[config.mk]
export PLATFORM = sky130hd
export DESIGN_NAME = ex_mem_reg
export DESIGN_NICKNAME = d
export VERILOG_FILES = /design/src/rtl/ex_mem_reg.sv
export SDC_FILE = /design/constraint.sdc
export NUM_CORES = 1
export LEC_CHECK = 0
export ABC_AREA = 1
export CORE_MARGIN = 3
export CORE_UTILIZATION = 55
export DETAILED_ROUTE_END_ITERATION = 10
export GPL_TIMING_DRIVEN = 0
export PLACE_DENSITY = 0.86
export SYNTH_ARGS = -nofsm -noshare
export SYNTH_HDL_FRONTEND = slang
export SYNTH_SLANG_ARGS = --single-unit
[constraint.sdc]
create_clock -name clk -period 2.6 [get_ports clk]
set_input_delay 0.52 -clock clk [delete_from_list [all_inputs] [get_ports clk]]
set_output_delay 0.52 -clock clk [all_outputs]
set_load 0.02 [all_outputs]
[src/rtl/ex_mem_reg.sv]
// EX/MEM pipeline register: 2-entry skid FIFO between EX and MEM,
// also holds the committed architectural flags.
module ex_mem_reg #(
  parameter int LENGTH = 32,
  parameter int RD_W   = 5
) (
  input  logic              clk,
  input  logic              rst,
  input  logic              in_valid,
  output logic              in_ready,
  input  logic [LENGTH-1:0] in_result,
  input  logic [3:0]        in_flags,
  input  logic [RD_W-1:0]   in_rd,
  input  logic              in_wr_en,
  input  logic              in_set_flags,
  input  logic              flush,
  output logic              out_valid,
  input  logic              out_ready,
  output logic [LENGTH-1:0] out_result,
  output logic [3:0]        out_flags,
  output logic [RD_W-1:0]   out_rd,
  output logic              out_wr_en,
  output logic [3:0]        status_flags
);

  typedef struct packed {
    logic [LENGTH-1:0] result;
    logic [3:0]        flags;
    logic [RD_W-1:0]   rd;
    logic              wr_en;
    logic              set_flags;
  } ex_mem_t;

  localparam logic [1:0] EMPTY = 2'd0;
  localparam logic [1:0] ONE   = 2'd1;
  localparam logic [1:0] FULL  = 2'd2;

  logic [1:0] state_q, state_nx;
  ex_mem_t    head_q, head_nx;
  ex_mem_t    skid_q, skid_nx;
  ex_mem_t    in_ent;
  logic [3:0] stat_q, stat_nx;
  logic       accept, commit;

  assign in_ready  = (state_q == EMPTY) || (state_q == ONE);
  assign out_valid = (state_q == ONE) || (state_q == FULL);
  assign accept    = in_valid & in_ready;
  assign commit    = out_valid & out_ready;

  always_comb begin
    in_ent.result    = in_result;
    in_ent.flags     = in_flags;
    in_ent.rd        = in_rd;
    in_ent.wr_en     = in_wr_en;
    in_ent.set_flags = in_set_flags;
  end

  always_comb begin
    state_nx = state_q;
    head_nx  = head_q;
    skid_nx  = skid_q;
    if (flush) begin
      state_nx = EMPTY;
    end else begin
      unique case (1'b1)
        state_q == EMPTY: begin
          if (accept) begin
            head_nx  = in_ent;
            state_nx = ONE;
          end
        end
        state_q == ONE: begin
          if (accept && commit) begin
            head_nx = in_ent;
          end else if (accept) begin
            skid_nx  = in_ent;
            state_nx = FULL;
          end else if (commit) begin
            state_nx = EMPTY;
          end
        end
        state_q == FULL: begin
          // in_ready is low here, so only the skid promotion can happen
          if (commit) begin
            head_nx  = skid_q;
            state_nx = ONE;
          end
        end
        default: state_nx = EMPTY;
      endcase
    end
  end

  // a committing head still updates the flags when flush coincides
  always_comb begin
    stat_nx = stat_q;
    if (commit && head_q.set_flags) begin
      stat_nx = head_q.flags;
    end
  end

  always_ff @(posedge clk) begin
    if (rst) begin
      state_q <= EMPTY;
      head_q  <= '0;
      skid_q  <= '0;
      stat_q  <= 4'b0000;
    end else begin
      state_q <= state_nx;
      head_q  <= head_nx;
      skid_q  <= skid_nx;
      stat_q  <= stat_nx;
    end
  end

  assign out_result   = out_valid ? head_q.result : '0;
  assign out_flags    = out_valid ? head_q.flags  : 4'b0000;
  assign out_rd       = out_valid ? head_q.rd     : '0;
  assign out_wr_en    = out_valid & head_q.wr_en;
  assign status_flags = stat_q;

endmodule

# --- After elaboration in Yosys (flattened, before gate mapping) ---
# Index checks and enable logic that the tools add are counted.
totals:
  ff_bits: 92
  latch_bits: 0
  ramBits: 0
  rom_bits: 0
  inputBits: 48
  output_inout_bits: 48
  elab_cells: 47
  n_memories: 0
op_classes:
  n_addsub: 0
  multipliers: 0
  div: 0
  magnitude_cmp: 0
  n_eq_ne: 7
  shifts: 0
  muxes: 13
  bitwise: 5
  reduce_logical: 10
op_table:
  columns: ["cell", "n"]
  rows:
  - ["43-bit 2-to-1 mux", 3]
  - ["43-bit one-hot mux with 3 select lines", 1]
  - ["32-bit 2-to-1 mux", 1]
  - ["2-bit 2-to-1 mux", 5]
  - ["4-bit AND reduction", 2]
  - ["2-bit inequality test, second input constant", 3]
  - ["2-bit one-hot mux with 3 select lines", 1]
  - ["5-bit 2-to-1 mux", 1]
  - ["5-bit AND reduction", 1]
  - ["4-bit 2-to-1 mux", 1]
  - ["1-bit bitwise AND", 3]
  - ["3-bit inequality test, second input constant", 1]
  - ["3-bit nonzero test", 1]
  - ["2-bit by 1-bit == test with 1-bit output, second input constant", 1]
  - ["2-bit == test, second input constant", 1]
  - ["1-bit logical AND", 2]
  - ["2-bit zero test", 1]
  - ["1-bit logical OR", 2]
  - ["2-bit by 1-bit inequality test with 1-bit output, second input constant", 1]
  - ["1-bit NOT", 2]
  - ["2-bit OR reduction", 1]

# --- Logic depth before layout (Yosys ltp) ---
logic_depth:
  depth_word: 7
  mapped_depth: 12

# --- Worst setup path before layout ---
# No wires, ideal clock.
synth_timing:
  path_type: "register -> output"
  startpoint: "register state_q[0]"
  endpoint: "output out_flags[0]"
  t_arrival_ns: 1.449
  required_time_ns: 2.080
  slack_ns: 0.631
  path_stages_with_launch: 7
  n_path_buf: 2
  path_cell_list: "dfxtp_1 > inv_1 > ha_1 > buf_4 > clkbuf_1 > nand2_1 > inv_1"
synth_via:
  elab_chain_len: 3
  word_cells_on_any_way: 4
  cone_classes: "eq/ne: 2; mux: 1; reduce/logical: 1"
synth_rtl:
  columns: ["element", "line_no", "rtl"]
  rows:
  - ["start: declaration", "38", "logic [1:0] state_q, state_nx;"]
  - ["start signal: assignment", "109", "state_q <= state_nx;"]
  - ["2-bit by 1-bit == test with 1-bit output / 2-bit == test (equally long branches)", "46", "assign out_valid = (state_q == ONE) || (state_q == FULL);"]
  - ["1-bit logical OR (*)", "46", null]
  - ["net out_valid", "17", "output logic out_valid,"]
  - ["4-bit 2-to-1 mux (*)", "117", "assign out_flags = out_valid ? head_q.flags : 4'b0000;"]
  - ["end: declaration", "20", "output logic [3:0] out_flags,"]
# The timed path passes the listed nets; every way through them passes the cells marked *.

# --- Worst setup path in the final report ---
layout_timing:
  startpoint: "register state_q[1]"
  endpoint: "output out_rd[4]"
layout_via:
  elab_chain_len: 3
  word_cells_on_any_way: 4
  cone_classes: "eq/ne: 2; mux: 1; reduce/logical: 1"
layout_rtl:
  columns: ["element", "line_no", "rtl"]
  rows:
  - ["2-bit by 1-bit == test with 1-bit output / 2-bit == test (equally long branches)", "46", null]
  - ["1-bit logical OR (*)", "46", null]
  - ["5-bit 2-to-1 mux (*)", "118", "assign out_rd = out_valid ? head_q.rd : '0;"]
  - ["end: declaration", "21", "output logic [RD_W-1:0] out_rd,"]
# Every way passes the cells marked *; elsewhere a longest branch is shown, timed or not.

==> qor.csv <==
metric,value,unit
multi-input logic area,2190,sq um
Synth cell types,19,
HP Class,register to register,
final setup vio count,0,
critical setup path kind,register to output port,
status,finished clean,
first-pass GRT wire length,18800,um
final hold violation count,0,
worst path arrival time,1.99,ns
largest net degree at the start of global routing,15,
wire length per cell,14.0,um
WP data required,2.08,ns
Detailed Route WL,11700,um
DRC,0,
register area,1840,sq um
Final WS setup,0.0857,ns
GRT overflow,0,
post-synthesis cell area,4470,sq um
Setup crit end kind,output port,
Syn. warnings,0,
Leakage,2.67,nW
FILL cells,617,
"Seq/Total Area, Yosys",41.2,%
Sink Count,92,
Die Y-Extent,96.2,um
hold slack final,0.463,ns
total negative slack,0,ns
"flops & latches, synth",92,
IO buf count,95,
antenna cells,0,
Rel. slew slack,62.9,%
CTS hold repair buffers,0,
clock latency on the worst-skew pair,0.36,ns
fin crit share,96.7,%
switch share,31.5,%
Max VDD drop,0.295,mV
routability cong.,0.836,
share of power burned in the clock network,28.3,%
IO Pins,96,
Critical R2R Launch,state_q[1]$_SDFFE_PP0P_,
maxcap violations,0,
Final Slew Violations,0,
RSZ-0062 raised after global routing,no,
Pre-antenna DRT Iters,5,
Layout area overhead,28.0,%
TritonCTS clock tree,built,
worst setup path start,state_q[1]$_SDFFE_PP0P_,
post-DP HPWL,8420,um
via density per instance,5.40,
die area,9250,sq um
Util after Layout,73.3,%
Startpoint Class,register,
Syn Nets,675,
Post-Route Skew,0.00947,ns
Achievable Freq,398,MHz
clk buf depth,2,
vias in the first global route,4217,
H-tree Lvls,3,
FP Rows,32,
Die W,96.2,um
NumNets Final,781,
worst-margin pin slew,0.556,ns
post-layout min period,2.51,ns
internal power,2.40,mW
syn_area_per_cell,7.18,sq um
core area,7810,sq um
Net Sw Power,1.10,mW
share of layout cells above drive strength 1,8.05,%
Combinational Power Share,25.9,%
crit-path max FO,10,
clk root buf,clkbuf_8,
CTS Buf Count,9,
gr usage total,25.5,%
total power per unit cell area,611,nW/um^2
initial drt markers,282,
cells after synthesis,623,
"Reg clk slew, reported paths",0.09,ns
initial antenna violation count,0,
DR vias,4512,
Starting Density,57.3,%
Final Power,3.50,mW
Place WS,-0.0236,ns
post-route ant nets,0,
Seq pwr share,45.8,%
critical hold path startpoint,skid_q[26]$_SDFFE_PP0P_,
-- registers in the layout (all words and copies together), names as in the netlist --
signal        count
status_flags      4
state_q           2
skid_q           43
head_q           43
-- layer usage --
layer	GRT usage [%]	part of all wire, %	up-vias
li1	-	-	2234
met1	32.9	42	2072
met2	42.2	48	178
met3	3.99	7.4	28
met4	10.9	2.1	0
met5	0	0	-
-- path summary, 6_finish.rpt --
check,end,slack [ns],cells past startpoint
worst max-delay path,out_rd[4],0.09,7
worst min-delay path,skid_q[26]$_SDFFE_PP0P_,0.46,2
worst max register to register,skid_q[42]$_SDFFE_PP0P_,0.37,10
worst min register to register,skid_q[26]$_SDFFE_PP0P_,0.46,2
-- power by group through the flow --
stage	Sequential, mW	Clock (mW)	Combinational (mW)
floorplan	1.61	0	0.610
global placement	1.63	0	0.884
detailed placement	1.63	0	0.912
CTS	1.60	0.994	0.900
global route	1.62	1.05	1.00
finish	1.60	0.991	0.905
-- per-stage QoR --
stage,area (sq um),instances
finish,5730,835
global route,5730,835
CTS,5720,835
detailed placement,5550,820
global placement,5550,820
floorplan,4470,623
-- synth_stat cells --
cell type	count	area (sq um)
dfxtp_1	92	1840
a21oi_1	91	455
clkinv_1	1	3.75
a21oi_2	1	8.76
nand3_4	1	17.5
inv_1	46	173
nand3_1	91	455
buf_4	11	82.6
inv_2	3	11.3
nand2_1	146	548
clkbuf_1	17	63.8
nor2_1	50	188
mux2i_1	43	430
nand2_2	2	12.5
buf_6	1	11.3
buf_2	20	100
ha_1	4	50.1
nor2_2	2	12.5
nand3b_1	1	7.51
-- cells by family after synthesis --
family,count (synthesis),synth area share [%]
buffers and inverters,99,9.96
multiplexers,43,9.62
AND/OR/NAND/NOR,293,27.7
adder cells (fa/ha/maj),4,1.12
flip-flops,92,41.2
AO/OA/AOI/OAI,92,10.4
-- what timing repair did --
item                       CTS  global route
setup endpoints to repair   40             5
gates resized for setup     48             5
setup buffers                0             0
-- area by class of cell --
cell class	instances	share of cell area, %
Multi-Input combinational cell	432	38.2
Timing Repair Buffer	95	15.9
Clock buffer	12	2.71
Sequential cell	92	32.2
Inverter	50	3.28
Tap cell	102	2.23
Clock inverter	3	0.808
Buffer	49	4.76
-- critical path, stage by stage, from the launching register on --
cell	delay, ns
dfxtp_1	0.38
inv_1	0.09
ha_1	0.30
buf_4	0.16
clkbuf_4	0.22
nand2_1	0.07
inv_1	0.07
dlygate4sd2_1	0.33
-- layout by cell type (no fill, tap or decap), drive strengths merged --
cell type,Yosys,layout
a21oi,92,92
buf,32,32
bufinv,0,1
clkbuf,17,29
clkdlybuf4s15,0,3
clkdlybuf4s50,0,53
clkinv,1,2
clkinvlp,0,1
dfxtp,92,92
dlygate4sd2,0,37
dlymetal6s2s,0,2
ha,4,4
inv,49,49
mux2i,43,43
nand2,148,148
nand3,92,92
nand3b,1,1
nor2,52,52
No activity file was read; power rests on OpenSTA's default activity.
==> variant 1, RTL diff (same flow settings) <==
`RD_W`: 5 -> 4.
--- a/src/rtl/ex_mem_reg.sv
+++ b/src/rtl/ex_mem_reg.sv
@@ -2,7 +2,7 @@
 // also holds the committed architectural flags.
 module ex_mem_reg #(
   parameter int LENGTH = 32,
-  parameter int RD_W   = 5
+  parameter int RD_W   = 4
 ) (
   input  logic              clk,
   input  logic              rst,
Interface: changed (resized in_rd and out_rd); port bits go from 96 to 94. The function was not compared with the original's and may differ.
==> variant 1 against the original RTL <==
- area after synthesis decreased by 1.7%
- final area shrank 1.4%
- setup slack improved by 0.013 ns
- combinational power shrank 0.9%
- total power decreased by 0.60%
- wire length up 0.14%
- first-iteration DRC count is 8.9% higher
- sequential cell count fell by 2
- synthesized cell count fell by 0.64%
- critical path type unchanged
==> variant 1: results (changes against the original RTL) <==
stage;metric;value;unit;change
final_layout;seqCellArea;1800;um^2;-2.2%
worst_setup_path;worst-r2r-setup-slack;0.27;ns;-0.10 ns
placed_design;place.port_buffers;93;;-2.1%
yosys;yosys-top-cells-count;145 x nand2_1, 92 x nand3_1, 90 x dfxtp_1, 88 x a21oi_1, 53 x nor2_1;;
floorplanning;area_of_the_core;7490;um^2;-4.1%
placed_design;dpl_worst_slack;-0.176;ns;-0.153 ns
detailed_routing;avgViaCountPerCell;5.48;;+1.5%
grt;grt_util_met3;0.0545;;+0.0146
pwr;power_per_cell_area;616;nW/um^2;+0.76%
grt;vias_in_the_first_global_route;4199;;-0.43%
final_layout;signal_buffer_area_fraction;0.205;;-0.00182
final_layout;fraction_of_area_in_multi_input_gates;0.383;;+0.00170
placed_design;placedInstanceArea;5450;um^2;-1.8%
final_layout;num-clock-buffers;11;;-1
placed_design;detailed_placement_hpwl;8580;um;+1.9%
yosys;synth_sequential_area_ratio;0.410;;-0.00219
grt;use_met1;0.324;;-0.00550
grt;grt_start_max_net_pins;16;;+1
yosys;synthesized_netlist_net_count;670;;-0.74%
detailed_routing;postRouteWirelength;11700;um;+0.14%
pwr;vdd.ir_drop.worst;328;uV;+11%
placed_design;routabilityCongestion;0.856;;+2.4%
detailed_routing;detailedRoute.firstPassIterationCount;5;;unchanged
final_layout;post_route_cells_drive_above_1_share;0.0769;;-0.00357
yosys;synth-compound-area-share;0.102;;-0.00196
grt;gr-usage-all-layers;0.261;;+0.00538
yosys;synth.area.top_cells;dfxtp_1 41%, nand2_1 12%, nand3_1 10%;;
final_layout;fin_nets;774;;-0.90%
grt;use_met2;0.445;;+0.0240
detailed_routing;routed-wl-met3;883;um;+2.3%
final_layout;multi_input_combinational;430;;-0.46%
detailed_routing;detailroute.wirelength.met2;5740;um;+1.5%
grt;grt_pass1_wl;18800;um;+0.44%
detailed_routing;routedLengthMet1;4900;um;-1.0%
worst_setup_path;rr_startpoint;state_q[0]$_SDFFE_PP0P_;;
yosys;synth.mux.area_fraction;0.0956;;-0.000661
worst_setup_path;worst-r2r-cell-count;11;;+1
run_status;outcome;finished, final reports clean;;
timing;worst_slew_pin_slew;0.501;ns;-0.0555 ns
pwr;leak_pwr;2.50;nW;-6.2%
yosys;yosys.area_share.adder;0.0114;;+0.000188
worst_hold_path;min_to;skid_q[35]$_SDFFE_PP0P_;;
final_layout;clockNetworkAreaShare;0.0379;;+0.00270
grt;grt_antenna_before_repair;0;;unchanged
==> variant 1: per-stage QoR <==
| stage | cells | hold slack [ns] |
|---|---|---|
| after detailed placement | 811 | 0.452 |
| after global routing | 827 | 0.477 |
| after floorplan | 619 | 0.440 |
| after CTS | 827 | 0.464 |
| final | 827 | 0.464 |
| after global placement | 811 | 0.447 |
==> variant 1: cell families after synthesis <==
group / count (synthesis)
AND/OR/NAND/NOR: 295
buffers and inverters: 99
flip-flops: 90
AO/OA/AOI/OAI: 89
multiplexers: 42
adder cells (fa/ha/maj): 4
==> variant 1: how the worst max path moves through the flow <==
stage | start | depth (start not counted) | end | slack [ns]
finish | state_q[0]$_SDFFE_PP0P_ | 7 | out_result[6] | 0.1
global placement | state_q[0]$_SDFFE_PP0P_ | 7 | out_rd[3] | -0.08
detailed placement | state_q[0]$_SDFFE_PP0P_ | 7 | out_rd[3] | -0.18
CTS | state_q[0]$_SDFFE_PP0P_ | 7 | out_result[14] | 0.03
global route | state_q[0]$_SDFFE_PP0P_ | 7 | out_result[24] | 0.002
floorplan | state_q[0]$_SDFFE_PP0P_ | 12 | head_q[30]$_SDFFE_PP0P_ | 0.58
==> variant 1: timing repair <==
action,4_1_cts,5_1_grt
hold endpoints to repair,0,0
gates resized for setup,50,35
setup endpoints to repair,40,39
==> variant 1: worst max-delay path, delay by kind of cell (launching register included) <==
kind / cells / cell delay, ns
adder cells (fa/ha/maj): 1 / 0.31
buffers and inverters: 5 / 0.83
flip-flops: 1 / 0.39
AND/OR/NAND/NOR: 1 / 0.08
==> variant 1: report_power, final <==
group	internal (mW)	total, mW	switching [mW]
Clock	0.500	1.01	0.511
Sequential	1.50	1.57	0.0710
Combinational	0.370	0.897	0.528
Total	2.37	3.48	1.11
==> variant 2, RTL diff (config.mk and constraints unchanged) <==
Made on the original files. Put a register stage on the output `out_flags`, without a reset. The value now appears one clock later. The other outputs are not delayed to match.
--- a/src/rtl/ex_mem_reg.sv
+++ b/src/rtl/ex_mem_reg.sv
@@ -114,7 +114,9 @@
   end
 
   assign out_result   = out_valid ? head_q.result : '0;
-  assign out_flags    = out_valid ? head_q.flags  : 4'b0000;
+  always_ff @(posedge clk) begin
+    out_flags <= out_valid ? head_q.flags  : 4'b0000;
+  end
   assign out_rd       = out_valid ? head_q.rd     : '0;
   assign out_wr_en    = out_valid & head_q.wr_en;
   assign status_flags = stat_q;
Formal check against the unedited RTL: not equivalent (a bounded check fails within 4 cycles, from zero or initial values and one cycle with rst high).
==> variant 2 against the original RTL <==
- clock power grew 10%
- total power increased by 4.8%
- setup slack got worse by 0.0012 ns
- combinational power is 0.7% higher
- sequential cell count up 4
- core utilization up 0.48 points
- wire length grew 1.8%
- final area is 1.7% higher
- maximum frequency about the same
- area after synthesis rose by 1.8%
- cell count is 0.60% higher
- largest power group unchanged
==> variant 2: results (changes against the original RTL) <==
stage;metric;value;unit;change
timing;clock-skew-final;0.00774;ns;-0.00173 ns
yosys;synth_sequential_area_ratio;0.422;;+0.0102
final_layout;signal_buffer_area_fraction;0.201;;-0.00556
final_layout;top_regs;head_q (43), skid_q (43);;
final_layout;clockNetworkAreaShare;0.0380;;+0.00286
grt;use_met1;0.321;;-0.00774
final_layout;fraction_of_area_in_multi_input_gates;0.377;;-0.00481
worst_setup_path;regToRegEndpoint;skid_q[22]$_SDFFE_PP0P_;;
detailed_routing;avgViaCountPerCell;5.43;;+0.48%
yosys;synth-compound-area-share;0.103;;-0.00103
worst_setup_path;rr_startpoint;state_q[0]$_SDFFE_PP0P_;;
placed_design;detailed_placement_hpwl;8620;um;+2.4%
detailed_routing;detailroute.wirelength.met2;5940;um;+5.1%
detailed_routing;drt-wirelength-per-cell;14.2;um;+1.2%
grt;grt_util_met3;0.0375;;-0.00238
yosys;yosys.area_share.adder;0.0110;;-0.000200
detailed_routing;drt_iter0_drc;262;;-7.1%
placed_design;routabilityCongestion;0.865;;+3.5%
yosys;postSynthRegisterBits;96;;+4.3%
yosys;synth.area.top_cells;dfxtp_1 42%, nand2_1 12%, a21oi_1 10%;;
grt;grt_pass1_wl;19700;um;+5.0%
final_layout;post_route_cells_drive_above_1_share;0.0840;;+0.00352
final_layout;fin_nets;785;;+0.51%
grt;gr-usage-all-layers;0.248;;-0.00692
grt;use_met2;0.429;;+0.00790
placed_design;placedInstanceArea;5630;um^2;+1.5%
pwr;leak_pwr;2.59;nW;-2.9%
worst_hold_path;min-delay-start;head_q[7]$_SDFFE_PP0P_;;
final_layout;multiInputGateArea;2190;um^2;+0.40%
yosys;yosys-top-cells-count;144 x nand2_1, 96 x dfxtp_1, 92 x a21oi_1, 92 x nand3_1, 49 x nor2_1;;
detailed_routing;num_vias;4561;;+1.1%
placed_design;dp.cells;824;;+0.49%
run_status;outcome;finished, final reports clean;;
placed_design;dpl_worst_slack;-0.134;ns;-0.110 ns
yosys;synthesis.instances;627;;+0.64%
final_layout;fill_cells;610;;-1.1%
pwr;power.internal;2.54;mW;+5.9%
pwr;vdd.ir_drop.worst;326;uV;+11%
timing;worst_hold_slack;0.456;ns;-0.00740 ns
detailed_routing;routed-wl-met3;866;um;+0.35%
final_layout;inverters;50;;unchanged
detailed_routing;routedLengthMet1;5060;um;+2.3%
final_layout;flow.area_growth_from_synthesis;27.9;%;
yosys;synth.mux.area_fraction;0.0945;;-0.00172
yosys;yosys.cell_types.count;21;;+2
yosys;synthesized_netlist_net_count;679;;+0.59%
worst_hold_path;holdPathStages;2;;unchanged
worst_setup_path;cell_type_of_the_slowest_stage_on_the_worst_timing_path;dfxtp_1;;
grt;grt_start_max_net_pins;16;;+1
worst_setup_path;worst-r2r-setup-slack;0.41;ns;+0.04 ns
final_layout;seqAreaFraction;0.330;;+0.00843
final_layout;num-clock-buffers;11;;-1
worst_hold_path;min_to;out_flags[0]$_SDFF_PP0_;;
timing;worst_slew_pin_slew;0.513;ns;-0.0433 ns
[variant 2: cell count changes after synthesis, moves of 2 or more]
cell     before  now
buf_1         0    5
buf_2        20   17
nand2_1     146  144
dfxtp_1      92   96
[variant 2: power by group through the flow]
stage	Clock (mW)	Sequential [mW]	Combinational [mW]
floorplan	0	1.69	0.601
global placement	0	1.69	0.878
detailed placement	0	1.70	0.905
CTS	1.08	1.67	0.904
global route	1.15	1.68	1.00
finish	1.09	1.67	0.911
[variant 2: worst max-delay path by stage]
stage / start / end / slack [ns]
3_5_place_dp: state_q[0]$_SDFFE_PP0P_ / out_rd[4] / -0.13
3_3_place_gp: state_q[0]$_SDFFE_PP0P_ / out_rd[4] / -0.08
5_1_grt: state_q[0]$_SDFFE_PP0P_ / out_result[12] / 0.002
6_report: state_q[0]$_SDFFE_PP0P_ / out_result[25] / 0.08
4_1_cts: state_q[0]$_SDFFE_PP0P_ / out_result[13] / 0.05
2_1_floorplan: state_q[0]$_SDFFE_PP0P_ / out_rd[0] / 0.59
